--- src/rtl/first_edge_resolver_pkg.sv ---
// -----------------------------------------------------------------------------
// first_edge_resolver_pkg
//   Shared types and helpers for the first_edge_resolver arbitration stage.
//   - state_e  : window FSM state (IDLE / ARMED)
//   - winner_e : which candidate, if any, decided in the current cycle
//   - sat_inc  : saturating increment for the debug outcome counters
// -----------------------------------------------------------------------------
package first_edge_resolver_pkg;

  typedef enum logic {
    IDLE  = 1'b0,
    ARMED = 1'b1
  } state_e;

  typedef enum logic [1:0] {
    WIN_NONE = 2'd0,
    WIN_B    = 2'd1,
    WIN_C    = 2'd2
  } winner_e;

  // Counters up to 32 bits wide share this helper; callers widen on the way in
  // and truncate on the way out, and pass their own all-ones ceiling.
  function automatic logic [31:0] sat_inc(input logic [31:0] cnt,
                                          input logic [31:0] max_val);
    return (cnt >= max_val) ? cnt : cnt + 32'd1;
  endfunction

endpackage

--- src/rtl/first_edge_resolver_rise_det.sv ---
// -----------------------------------------------------------------------------
// rise_det
//   Single-bit rising-edge detector: rise = in & ~in_q.
//   The history flop resets to 0, so a level that is already high when reset
//   releases is reported as a rise on the first clock.
// Ports
//   clk  in  sampling clock
//   rst  in  asynchronous active-high reset
//   in   in  level input, synchronous to clk
//   rise out combinational rise indication for the current cycle
// -----------------------------------------------------------------------------
module rise_det (
  input  logic clk,
  input  logic rst,
  input  logic in,
  output logic rise
);

  logic in_q;
  logic in_d;

  always_comb in_d = in;

  // NOTE: sequential state uses non-blocking assignments so every flop samples
  // the pre-edge values of its neighbours, independent of process ordering.
  always_ff @(posedge clk or posedge rst) begin
    if (rst) in_q <= 1'b0;
    else     in_q <= in_d;
  end

  assign rise = in & ~in_q;

endmodule

--- src/rtl/first_edge_resolver.sv ---
// -----------------------------------------------------------------------------
// first_edge_resolver
//   A rising edge of `a` opens a decision window; the first rising edge of `b`
//   or `c` inside it sets `d` (b -> 1, c -> 0), which then holds until the next
//   decision. Windows that see no candidate within TIMEOUT_CYC cycles are
//   abandoned with a `timeout` pulse. Saturating counters tally outcomes.
// Parameters
//   TIMEOUT_CYC  cycles a window may stay open (>= 1)
//   TIE_B_WINS   1: simultaneous b/c rise resolves to b, 0: to c
//   CNT_W        width of each saturating counter (1..32)
// Ports
//   clk, rst     clock, asynchronous active-high reset
//   a, b, c      level inputs, only rising edges matter
//   d            decision, held between decisions
//   d_valid      one-cycle pulse when d takes a new decision
//   busy         window open
//   timeout      one-cycle pulse when a window expires
//   b_wins, c_wins, to_cnt  saturating outcome counters
// -----------------------------------------------------------------------------
module first_edge_resolver
  import first_edge_resolver_pkg::*;
#(
  parameter int unsigned TIMEOUT_CYC = 16,
  parameter bit          TIE_B_WINS  = 1'b1,
  parameter int unsigned CNT_W       = 8
) (
  input  logic             clk,
  input  logic             rst,
  input  logic             a,
  input  logic             b,
  input  logic             c,
  output logic             d,
  output logic             d_valid,
  output logic             busy,
  output logic             timeout,
  output logic [CNT_W-1:0] b_wins,
  output logic [CNT_W-1:0] c_wins,
  output logic [CNT_W-1:0] to_cnt
);

  localparam int unsigned      TIMER_W    = $clog2(TIMEOUT_CYC + 1);
  localparam logic [TIMER_W-1:0] TIMER_LAST = TIMER_W'(TIMEOUT_CYC - 1);
  localparam logic [31:0]      CNT_MAX    = 32'((64'd1 << CNT_W) - 64'd1);

  logic rise_a, rise_b, rise_c;

  rise_det u_rise_a (.clk(clk), .rst(rst), .in(a), .rise(rise_a));
  rise_det u_rise_b (.clk(clk), .rst(rst), .in(b), .rise(rise_b));
  rise_det u_rise_c (.clk(clk), .rst(rst), .in(c), .rise(rise_c));

  state_e             state_q, state_d;
  logic [TIMER_W-1:0] timer_q, timer_d;
  logic               d_q, d_d;
  logic               d_valid_q, d_valid_d;
  logic               timeout_q, timeout_d;
  logic [CNT_W-1:0]   b_wins_q, b_wins_d;
  logic [CNT_W-1:0]   c_wins_q, c_wins_d;
  logic [CNT_W-1:0]   to_cnt_q, to_cnt_d;
  winner_e            winner;

  // Candidate resolution only matters while a window is open; edges seen in
  // IDLE (including alongside the opening rise_a) are deliberately dropped.
  always_comb begin
    winner = WIN_NONE;
    if (state_q == ARMED) begin
      if (rise_b && rise_c) winner = TIE_B_WINS ? WIN_B : WIN_C;
      else if (rise_b)      winner = WIN_B;
      else if (rise_c)      winner = WIN_C;
    end
  end

  // NOTE: every signal assigned here gets a default first, so no path leaves
  // a value unassigned and no latch is inferred.
  always_comb begin
    state_d   = state_q;
    timer_d   = timer_q;
    d_d       = d_q;
    d_valid_d = 1'b0;
    timeout_d = 1'b0;
    b_wins_d  = b_wins_q;
    c_wins_d  = c_wins_q;
    to_cnt_d  = to_cnt_q;

    unique case (state_q)
      IDLE: begin
        if (rise_a) begin
          state_d = ARMED;
          timer_d = '0;
        end
      end
      ARMED: begin
        // A decision outranks a simultaneous rise_a, which is then consumed
        // without opening a new window.
        if (winner == WIN_B) begin
          d_d       = 1'b1;
          d_valid_d = 1'b1;
          b_wins_d  = CNT_W'(sat_inc(32'(b_wins_q), CNT_MAX));
          state_d   = IDLE;
        end else if (winner == WIN_C) begin
          d_d       = 1'b0;
          d_valid_d = 1'b1;
          c_wins_d  = CNT_W'(sat_inc(32'(c_wins_q), CNT_MAX));
          state_d   = IDLE;
        end else if (rise_a) begin
          timer_d = '0;
        end else if (timer_q == TIMER_LAST) begin
          timeout_d = 1'b1;
          to_cnt_d  = CNT_W'(sat_inc(32'(to_cnt_q), CNT_MAX));
          state_d   = IDLE;
        end else begin
          timer_d = timer_q + TIMER_W'(1);
        end
      end
      default: state_d = IDLE;
    endcase
  end

  always_ff @(posedge clk or posedge rst) begin
    if (rst) begin
      state_q   <= IDLE;
      timer_q   <= '0;
      d_q       <= 1'b0;
      d_valid_q <= 1'b0;
      timeout_q <= 1'b0;
      b_wins_q  <= '0;
      c_wins_q  <= '0;
      to_cnt_q  <= '0;
    end else begin
      state_q   <= state_d;
      timer_q   <= timer_d;
      d_q       <= d_d;
      d_valid_q <= d_valid_d;
      timeout_q <= timeout_d;
      b_wins_q  <= b_wins_d;
      c_wins_q  <= c_wins_d;
      to_cnt_q  <= to_cnt_d;
    end
  end

  assign d       = d_q;
  assign d_valid = d_valid_q;
  assign busy    = (state_q == ARMED);
  assign timeout = timeout_q;
  assign b_wins  = b_wins_q;
  assign c_wins  = c_wins_q;
  assign to_cnt  = to_cnt_q;

endmodule

--- config.mk ---
export PLATFORM = sky130hd
export DESIGN_NAME = first_edge_resolver
export DESIGN_NICKNAME = d
export VERILOG_FILES = /design/src/rtl/first_edge_resolver_pkg.sv /design/src/rtl/first_edge_resolver_rise_det.sv /design/src/rtl/first_edge_resolver.sv
export SDC_FILE = /design/constraint.sdc
export NUM_CORES = 1
export LEC_CHECK = 0
export ABC_CLOCK_PERIOD_IN_PS = 4000
export CORE_ASPECT_RATIO = 0.75
export CORE_MARGIN = 1.5
export CORE_UTILIZATION = 45
export DETAILED_ROUTE_END_ITERATION = 12
export HOLD_SLACK_MARGIN = 0.02
export PLACE_DENSITY = 0.71
export REMOVE_ABC_BUFFERS = 1
export SYNTH_ARGS = -nofsm -noshare
export SYNTH_HDL_FRONTEND = slang
export SYNTH_SLANG_ARGS = --single-unit
--- constraint.sdc ---
create_clock -name clk -period 4 [get_ports clk]
set_input_delay 0.6 -clock clk [delete_from_list [all_inputs] [get_ports clk]]
set_output_delay 0.6 -clock clk [all_outputs]
set_load 0.02 [all_outputs]
==> metrics.cfg, run 1 <==
[floorplanning]
starting_density_of_the_core_pct=47.10
die_width_um=74.48
std_cell_rows=19
die_area_um2=4216
die_ht_um=56.61
io-pin-count=33
fp.coreArea_um2=3661

[drt]
pre_repair_dr_iteration_count=4
via_count=1162
detail_route.iter0.violations=113
drc=0
routed_wire_per_std_cell_um=13.87
routed_via_density=4.903
drt.antenna.violating_nets=0
finalWirelength_mm=3.288

[timing]
maxSlewViolCount=0
max_clock_freq_mhz=471.2
setup_viol=0
setup_tns_ns=0
relSlewSlack_pct=64.48
hold_viol_final=0
rsz0062_at_grt=false
min_period_over_period_pct=53.06
skew_ns=0.007865
timing.final.crit_period_ns=2.122
timing_worst_slew_pin_value_ns=0.5305

[cells_and_area]
antennaDiodeCount=0
multi_input_area_um2=778.2
ratio_of_cells_with_drive_above_1_in_the_final_layout_pct=10.81
layout_commonest_cell=dfrtp_1
fillCellCount=314
layout_common_cells=dfrtp_1 (36), clkdlybuf4s50_1 (32), nand2_1 (15)
areaGrowthSynthToFinish_pct=27.36
fin_nets=194
ff_latch_area_um2=900.9
fin_cells=237

[setup_path]
crit_path_top_delay_cell=dfrtp_1
setup_crit_end_kind=flip-flop
max_stage_delay_ns=0.41
worst_path_dominant_cell_family=simple AND/OR/NAND/NOR gates
worst-path-buf-inv=0
worst-setup-path-type=reg2reg
critical_path_required_ns=4.17
setup.worst_path.start_class=flip-flop
worst-path-max-fanout=8
critical-path-top-cell-by-count=ha_1
worst_ep_arrival_time_ns=2.29
cp_cell_sequence=ha_1, and3_1, ha_1, and2_2, nand4_4, nor2_1, mux2_4

[cts]
clock_sinks=36
tritoncts=yes
clk_root_buffer_cell=clkbuf_8
clock_insertion_delay_worst_skew_ns=0.28
cts_resized=0
post-cts-setup-buffers=0
ctsLongestPathBuffers=2
cts-buffers-inserted=5
worst_setup_hold_path_clk_slew_ns=0.08
h_tree_lvls=2
cts_hold_buf=0

[yosys]
synth-seq-cells=36
syn_avg_cell_area_um2=11.81
synth.lib_cells_used.distinct=37
synth_cells=146
synth_seq_area_share_pct=52.25
synthesis.yosys.warnings=0
syn-cell-area_um2=1724

[placed_design]
gp_congestion=0.8963
numPlacedInstances=229
place_hpwl_mm=2.482
portBuffers=32

[grt]
gr-max-usage-layer=met1
grt_pass1_wl_mm=5.706
grt_use_total_pct=17.89
grt_remaining_overflow=0
grt_use_met3_pct=4.847
grt_antenna_before_repair=0
met1_usage_pct=26.91
first_global_vias=1188
gr-usage-met2_pct=26.28
grt_max_degree=37

[job]
max_cap_viol_count=0

[power]
power.leakage_nw=0.9907
ir_drop_mv=0.3399
post-layout-total-power_mw=1.120
power.density_nw_per_um2=510.0

[worst_hold_path]
hold_path_class=reg2reg

[run_status]
run_status=finished clean

cells by family (layout without fill, tap and decap cells):
kind of cell	count (synthesis)	count (layout)	synth area share, %
multiplexers	4	4	2.757
AO/OA/AOI/OAI	9	9	4.064
adder cells (fa/ha/maj)	5	5	3.628
XOR/XNOR	21	21	10.67
AND/OR/NAND/NOR	62	62	24.02
flip-flops	36	36	52.25
buffers and inverters	9	48	2.613
worst reg2reg max path, stage by stage (launching register included):
cell and delay [ns]:
dfrtp_1 0.41, ha_1 0.22, and3_1 0.17, ha_1 0.21, and2_2 0.19, nand4_4 0.20, nor2_1 0.30, mux2_4 0.32
final timing paths:
check                                  startpoint                     to  slack [ns]  depth (start not counted)
min in group asynchronous                     rst  to_cnt[3]$_DFFE_PP0P_        0.71                          3
max in group asynchronous                     rst  b_wins[2]$_DFFE_PP0P_        2.97                          3
hold / removal                      d$_DFFE_PP0P_          d$_DFFE_PP0P_        0.50                          2
hold reg to reg                     d$_DFFE_PP0P_          d$_DFFE_PP0P_        0.50                          2
setup / recovery           timer_q[0]$_DFFE_PP0P_  to_cnt[1]$_DFFE_PP0P_        1.88                          7
setup reg to reg           timer_q[0]$_DFFE_PP0P_  to_cnt[1]$_DFFE_PP0P_        1.88                          7
routing by layer:
metal / share of wire, % / vias up
li1: - / 582
met1: 50 / 564
met2: 47 / 14
met3: 3.0 / 2
met4: 0.49 / 0
met5: 0 / -
where the power goes:
group / switching (mW) / internal [mW] / leakage (nW)
combinational: 0.170 / 0.161 / 0.474
sequential: 0.0864 / 0.434 / 0.474
clock: 0.129 / 0.139 / 0.0434
cells in the mapped netlist:
library cell | count | area share [%]
nand4_4 | 1 | 1.2
and4_1 | 4 | 2.0
ha_1 | 5 | 3.6
nor4_1 | 1 | 0.36
a21oi_1 | 1 | 0.29
nand4_1 | 3 | 1.1
nand3b_1 | 1 | 0.44
o21a_1 | 1 | 0.44
mux2_2 | 2 | 1.3
a31oi_1 | 1 | 0.36
mux2i_1 | 1 | 0.58
inv_1 | 7 | 1.5
o21ai_0 | 2 | 0.58
nor2b_1 | 3 | 1.1
nand3_1 | 10 | 2.9
and2_2 | 1 | 0.44
buf_4 | 1 | 0.44
mux2_4 | 1 | 0.87
xnor2_1 | 7 | 3.6
nor3_1 | 4 | 1.2
nor3b_1 | 1 | 0.44
a211oi_4 | 1 | 1.2
nor4b_4 | 2 | 2.8
o211ai_1 | 2 | 0.87
nor4_2 | 1 | 0.73
o22ai_1 | 1 | 0.36
dfrtp_1 | 36 | 52
nand2b_1 | 3 | 1.1
nand2_1 | 15 | 3.3
nor4_4 | 1 | 1.2
and4b_1 | 1 | 0.58
nor2_1 | 5 | 1.1
nand4b_1 | 1 | 0.51
xor2_1 | 14 | 7.1
and3_1 | 3 | 1.1
and2b_2 | 1 | 0.51
buf_6 | 1 | 0.65
registers in the layout, indices dropped and copies added, names as in the netlist:
signal         cells
d                  1
u_rise_c.in_q      1
to_cnt             8
u_rise_a.in_q      1
busy               1
b_wins             8
timer_q            5
d_valid            1
timeout            1
u_rise_b.in_q      1
c_wins             8
final cells by class:
type	count	share of cell area (%)
Multi-Input combinational cell	101	35.44
Clock buffer	6	3.761
Tap cell	52	2.963
Sequential cell	36	41.03
Clock inverter	2	0.6838
Inverter	7	1.197
Timing Repair Buffer	33	14.93
through the flow:
step	area [um2]	utilization (%)	hold slack, ns	worst slack, ns
detailed placement	2098	57.31	0.4848	1.783
global route	2196	59.98	0.5084	1.786
CTS	2196	59.98	0.5011	1.856
floorplan	1705	-	0.4568	2.136
global placement	2098	57.31	0.4810	1.845
finish	2196	59.98	0.5003	1.878
Power figures use the tool's default switching activity.
==> inputs of run 2 (changes only) <==
--- a/config.mk
+++ b/config.mk
@@ -5,7 +5,7 @@
 export SDC_FILE = /design/constraint.sdc
 export NUM_CORES = 1
 export LEC_CHECK = 0
-export ABC_CLOCK_PERIOD_IN_PS = 4000
+export ABC_CLOCK_PERIOD_IN_PS = 2000
 export CORE_ASPECT_RATIO = 0.75
 export CORE_MARGIN = 1.5
 export CORE_UTILIZATION = 45
==> constraint.sdc (replaced) <==
create_clock -name clk -period 2 [get_ports clk]
set_input_delay 0.3 -clock clk [delete_from_list [all_inputs] [get_ports clk]]
set_output_delay 0.3 -clock clk [all_outputs]
set_load 0.02 [all_outputs]
==> metrics.cfg, run 2 (synthesis gave the netlist of run 1 again) <==
[run_status]
run_status=finished clean

[grt]
gr-max-usage-layer=met1
grt_max_degree=37  ; unchanged
grt_use_met3_pct=5.386  ; +0.54 points
first_global_vias=1172  ; -1.3%
grt_use_total_pct=17.92  ; +0.031 points
grt_remaining_overflow=0  ; unchanged
met1_usage_pct=25.12  ; -1.8 points
gr-usage-met2_pct=24.87  ; -1.4 points
grt_pass1_wl_mm=5.526  ; -3.2%
grt_antenna_before_repair=0  ; unchanged

[cells_and_area]
antennaDiodeCount=0  ; unchanged
layout_commonest_cell=dfrtp_1
fin_nets=197  ; +1.5%
areaGrowthSynthToFinish_pct=29.90
layout_common_cells=dfrtp_1 (36), clkdlybuf4s50_1 (32), nand2_1 (15)
ratio_of_cells_with_drive_above_1_in_the_final_layout_pct=13.37  ; +2.6 points
fillCellCount=305  ; -2.9%

[floorplanning]
die_area_um2=4216  ; unchanged
starting_density_of_the_core_pct=47.10  ; unchanged
io-pin-count=33  ; unchanged
die_ht_um=56.61  ; unchanged
die_width_um=74.48  ; unchanged
fp.coreArea_um2=3661  ; unchanged
std_cell_rows=19  ; unchanged

[placed_design]
pre_cts_slack_ns=0.006110  ; -1.777 ns
portBuffers=32  ; unchanged
place_hpwl_mm=2.438  ; -1.8%
gp_congestion=0.7795  ; -13%

[drt]
routed_wire_per_std_cell_um=14.19  ; +2.3%
detail_route.iter0.violations=50  ; -56%
pre_repair_dr_iteration_count=4  ; unchanged
finalWirelength_mm=3.392  ; +3.2%
via_count=1194  ; +2.8%
drt.antenna.violating_nets=0  ; unchanged
drc=0  ; unchanged
routed_via_density=4.996  ; +1.9%

[timing]
relSlewSlack_pct=63.99  ; -0.49 points
max_clock_freq_mhz=519.3  ; +10%
skew_ns=0.005802  ; -0.002064 ns
setup_viol=0  ; unchanged
hold_viol_final=0  ; unchanged
timing.final.crit_period_ns=1.926  ; -0.1967 ns
post-route-worst-setup-slack_ns=0.07439  ; -1.803 ns
timing_worst_slew_pin_value_ns=0.5402  ; +0.009651 ns
min_period_over_period_pct=96.28  ; +43 points
maxSlewViolCount=0  ; unchanged

[cts]
tritoncts=yes
h_tree_lvls=2  ; unchanged
ctsLongestPathBuffers=2  ; unchanged
cts_hold_buf=0  ; unchanged
clock_sinks=36  ; unchanged
clock_insertion_delay_worst_skew_ns=0.29  ; about the same
worst_setup_hold_path_clk_slew_ns=0.07  ; about the same
clk_root_buffer_cell=clkbuf_8
cts-buffers-inserted=5  ; unchanged

[power]
internal_power_mw=1.515  ; +110%
share_comb_of_total_power_pct=29.8  ; +0.2 points
p_sw_mw=0.7625  ; +98%
share_seq_of_total_power_pct=45.6  ; -0.9 points
post-layout-total-power_mw=2.277  ; +100%
power.density_nw_per_um2=1017  ; +99%
ir_drop_mv=0.8594  ; +150%
power.leakage_nw=1.010  ; +1.9%
clkPwrFrac_pct=24.6  ; +0.6 points
power.share.switching_pct=33.48  ; -0.92 points

[setup_path]
setup_crit_end_kind=flip-flop
worst_ep_arrival_time_ns=2.11  ; -0.18 ns
cp_cell_sequence=ha_2, and3_1, ha_2, and2_4, nand4_4, nor2_4, mux2_4
max_stage_delay_ns=0.37  ; -0.04 ns
worst-setup-path-type=reg2reg
critical-path-top-cell-by-count=ha_2
worst-path-max-fanout=8  ; unchanged
worst_path_dominant_cell_family=simple AND/OR/NAND/NOR gates
worst_reg2reg_path_startpoint=timer_q[0]$_DFFE_PP0P_
critical_path_required_ns=2.18  ; -1.99 ns
worst-path-buf-inv=0  ; unchanged
setup.worst_path.start_class=flip-flop
worstSetupStartpoint=timer_q[0]$_DFFE_PP0P_
crit_path_top_delay_cell=dfrtp_1

[worst_hold_path]
hold_path_class=in2async

[job]
max_cap_viol_count=0  ; unchanged

-- run 2: cell types whose count changed in the layout (fill, tap and decap cells not counted) --
cell	before	now
buf_4	1	4
and2_4	0	1
ha_2	0	2
clkinvlp_4	2	0
clkbuf_8	6	7
nor4_4	1	2
ha_1	5	3
nor2_4	0	1
and2_2	1	0
nor2_1	5	4
nor4_2	1	0
-- run 2: timing repair --
action,4_1_cts,5_1_grt
endpoints found under the setup margin,1,4
buffers inserted,0,1
resized for setup,1,5
pin swaps,0,6
-- run 2: layout make-up --
class                      count  area (um2)  area share, %
timing repair buffer          36       350.3          15.64
tap                           52       65.06          2.905
inverter                       7       26.28          1.173
sequential                    36       900.9          40.22
clock buffer                   7       96.34          4.302
multi-input combinational    101       800.8          35.75
-- run 2: worst reg2reg max path, cell delays in order (launching register included) --
cell,delay (ns)
dfrtp_1,0.37
ha_2,0.20
and3_1,0.16
ha_2,0.20
and2_4,0.16
nand4_4,0.23
nor2_4,0.19
mux2_4,0.30
-- run 2: stage by stage --
| step | hold slack (ns) | instance area, um2 | utilization [%] | TNS (ns) | instances |
|---|---|---|---|---|---|
| global placement | 0.4815 | 2113 | 57.72 | 0 | 231 |
| finish | 0.4055 | 2240 | 61.18 | 0 | 239 |
| CTS | 0.4223 | 2212 | 60.42 | 0 | 238 |
| global route | 0.4686 | 2240 | 61.18 | -0.02544 | 239 |
| floorplan | 0.3314 | 1705 | - | 0 | 144 |
| detailed placement | 0.4790 | 2113 | 57.72 | 0 | 231 |
-- run 2: worst paths after layout --
check	endpoint	slack [ns]	cells past startpoint
worst max-delay path	to_cnt[1]$_DFFE_PP0P_	0.07	7
worst min register to register	to_cnt[7]$_DFFE_PP0P_	0.49	1
max in group asynchronous	to_cnt[5]$_DFFE_PP0P_	1.27	3
worst min-delay path	to_cnt[7]$_DFFE_PP0P_	0.41	3
min in group clk	to_cnt[7]$_DFFE_PP0P_	0.49	1
worst max register to register	to_cnt[1]$_DFFE_PP0P_	0.07	7
-- run 2: power groups by stage --
stage	Sequential [mW]	Combinational, mW	Clock, mW
floorplan	1.14	0.249	0
global placement	1.03	0.650	0
detailed placement	1.05	0.668	0
CTS	1.03	0.672	0.576
global route	1.06	0.743	0.603
finish	1.04	0.679	0.561
-- run 2: per-layer routing --
layer	vias up	part of all wire, %
li1	587	-
met1	581	49
met2	18	46
met3	8	3.1
met4	0	2.3
met5	-	0
==> inputs of run 3 (changes only) <==
--- a/config.mk
+++ b/config.mk
@@ -5,7 +5,7 @@
 export SDC_FILE = /design/constraint.sdc
 export NUM_CORES = 1
 export LEC_CHECK = 0
-export ABC_CLOCK_PERIOD_IN_PS = 2000
+export ABC_CLOCK_PERIOD_IN_PS = 2300
 export CORE_ASPECT_RATIO = 0.75
 export CORE_MARGIN = 1.5
 export CORE_UTILIZATION = 45
==> constraint.sdc (replaced) <==
create_clock -name clk -period 2.3 [get_ports clk]
set_input_delay 0.345 -clock clk [delete_from_list [all_inputs] [get_ports clk]]
set_output_delay 0.345 -clock clk [all_outputs]
set_load 0.02 [all_outputs]
==> metrics.cfg, run 3 (synthesis gave the netlist of run 1 again) <==
[timing]
setup_tns_ns=0  ; unchanged
post-route-worst-setup-slack_ns=0.2616  ; +0.1872 ns
hold_viol_final=0  ; unchanged
maxSlewViolCount=0  ; unchanged
timing.final.crit_period_ns=2.038  ; +0.1128 ns
max_clock_freq_mhz=490.6  ; -5.5%
skew_ns=0.006813  ; +0.001011 ns
timing_worst_slew_pin_value_ns=0.5590  ; +0.01878 ns
relSlewSlack_pct=62.57  ; -1.4 points
setup_viol=0  ; unchanged
rsz0062_at_grt=false
min_period_over_period_pct=88.63  ; -7.7 points

[power]
ir_drop_mv=0.5984  ; -30%
internal_power_mw=1.357  ; -10%
power.density_nw_per_um2=914.5  ; -10%
power.share.switching_pct=32.73  ; -0.75 points
share_comb_of_total_power_pct=28.6  ; -1.2 points
share_seq_of_total_power_pct=44.8  ; -0.8 points
post-layout-total-power_mw=2.017  ; -11%
p_sw_mw=0.6603  ; -13%
power.leakage_nw=1.002  ; -0.74%
clkPwrFrac_pct=26.6  ; +2.0 points

[setup_path]
worst-path-stages=7  ; unchanged
critical_path_required_ns=2.47  ; +0.29 ns
critical_path.endpoint=to_cnt[1]$_DFFE_PP0P_
cp_cell_sequence=ha_1, and3_1, ha_1, and2_2, nand4_4, nor2_1, mux2_4
worst_path_dominant_cell_family=simple AND/OR/NAND/NOR gates
setup_crit_end_kind=flip-flop
crit_path_top_delay_cell=dfrtp_1
critical-path-top-cell-by-count=ha_1
reg2reg_to=to_cnt[1]$_DFFE_PP0P_
worst_ep_arrival_time_ns=2.21  ; +0.10 ns
max_stage_delay_ns=0.39  ; +0.02 ns
worst-setup-path-type=reg2reg
worst-path-max-fanout=8  ; unchanged
worst_reg2reg_path_startpoint=timer_q[0]$_DFFE_PP0P_
r2r_setup_slack_ns=0.26  ; +0.19 ns
worstRegToRegCells=7  ; unchanged
setup.worst_path.start_class=flip-flop
worstSetupStartpoint=timer_q[0]$_DFFE_PP0P_
worst-path-buf-inv=0  ; unchanged

[grt]
grt_use_total_pct=18.14  ; +0.22 points
first_global_vias=1227  ; +4.7%
grt_remaining_overflow=0  ; unchanged
grt_pass1_wl_mm=5.747  ; +4.0%
grt_antenna_before_repair=0  ; unchanged
grt_max_degree=37  ; unchanged

[cts]
clock_insertion_delay_worst_skew_ns=0.28  ; about the same
clk_root_buffer_cell=clkbuf_8
ctsLongestPathBuffers=2  ; unchanged
cts-buffers-inserted=5  ; unchanged
cts_hold_buf=0  ; unchanged
tritoncts=yes
post-cts-setup-buffers=0  ; unchanged
h_tree_lvls=2  ; unchanged
worst_setup_hold_path_clk_slew_ns=0.07  ; about the same
clock_sinks=36  ; unchanged
cts_resized=0  ; -1

[drt]
routed_via_density=5.034  ; +0.76%
finalWirelength_mm=3.357  ; -1.0%
pre_repair_dr_iteration_count=4  ; unchanged
drc=0  ; unchanged
routed_wire_per_std_cell_um=14.16  ; -0.20%
via_count=1193  ; -0.084%
detail_route.iter0.violations=77  ; +54%
drt.antenna.violating_nets=0  ; unchanged

[placed_design]
place_hpwl_mm=2.489  ; +2.1%
numPlacedInstances=229  ; -0.87%
place_area_um2=2098  ; -0.71%
portBuffers=32  ; unchanged
pre_cts_slack_ns=0.2550  ; +0.2489 ns
gp_congestion=0.8182  ; +5.0%

[cells_and_area]
areaGrowthSynthToFinish_pct=27.94
ratio_of_cells_with_drive_above_1_in_the_final_layout_pct=10.27  ; -3.1 points
fin_cells=237  ; -0.84%
ff_latch_area_um2=900.9  ; unchanged
layout_common_cells=dfrtp_1 (36), clkdlybuf4s50_1 (32), nand2_1 (15)
fin_nets=194  ; -1.5%
layout_commonest_cell=dfrtp_1
design_area_um2=2206  ; -1.5%
multi_input_area_um2=778.2  ; -2.8%
antennaDiodeCount=0  ; unchanged
fillCellCount=322  ; +5.6%

[job]
max_cap_viol_count=0  ; unchanged

[worst_hold_path]
hold_path_class=in2async

[floorplanning]
fp.coreArea_um2=3661  ; unchanged
die_ht_um=56.61  ; unchanged
die_area_um2=4216  ; unchanged
starting_density_of_the_core_pct=47.10  ; unchanged
std_cell_rows=19  ; unchanged
die_width_um=74.48  ; unchanged
io-pin-count=33  ; unchanged

[run_status]
run_status=finished clean

run 3: worst min-delay path by stage:
| stage | to | slack [ns] |
|---|---|---|
| 3_3_place_gp | timer_q[0]$_DFFE_PP0P_ | 0.48 |
| 6_report | b_wins[3]$_DFFE_PP0P_ | 0.47 |
| 2_1_floorplan | u_rise_a.in_q$_DFF_PP0_ | 0.38 |
| 3_5_place_dp | to_cnt[7]$_DFFE_PP0P_ | 0.49 |
| 5_1_grt | to_cnt[7]$_DFFE_PP0P_ | 0.51 |
| 4_1_cts | d$_DFFE_PP0P_ | 0.48 |
run 3: final cells by class:
cell class	instances	area share (%)
Clock buffer	6	3.290
Clock inverter	2	1.588
Sequential cell	36	40.84
Inverter	7	1.191
Multi-Input combinational cell	101	35.28
Timing Repair Buffer	33	14.86
Tap cell	52	2.950
run 3: per-stage QoR:
step	util, %	hold WS (ns)
finish	60.25	0.4682
global route	60.25	0.5144
CTS	60.25	0.4829
detailed placement	57.31	0.4879
global placement	57.31	0.4814
floorplan	-	0.3764
run 3: layer usage:
metal,track usage (%),part of all wire (%),wire [um]
met4,4.675,0.63,21
met5,0,0,0
met2,27.55,49,1643
met1,24.80,47,1577
met3,6.284,3.4,113
run 3: power by group through the flow:
stage                     registers [mW]  logic [mW]  clock network [mW]
final                              0.904       0.576               0.537
after CTS                          0.905       0.584               0.548
after floorplan                    0.995       0.217                   0
after global placement             0.899       0.560                   0
after detailed placement           0.917       0.578                   0
after global routing               0.927       0.632               0.587
run 3: worst reg2reg max path, delay by kind of cell, from the launching register on:
family / cells / cell delay [ns]
AND/OR/NAND/NOR: 4 / 0.81
adder cells (fa/ha/maj): 2 / 0.40
flip-flops: 1 / 0.39
multiplexers: 1 / 0.32
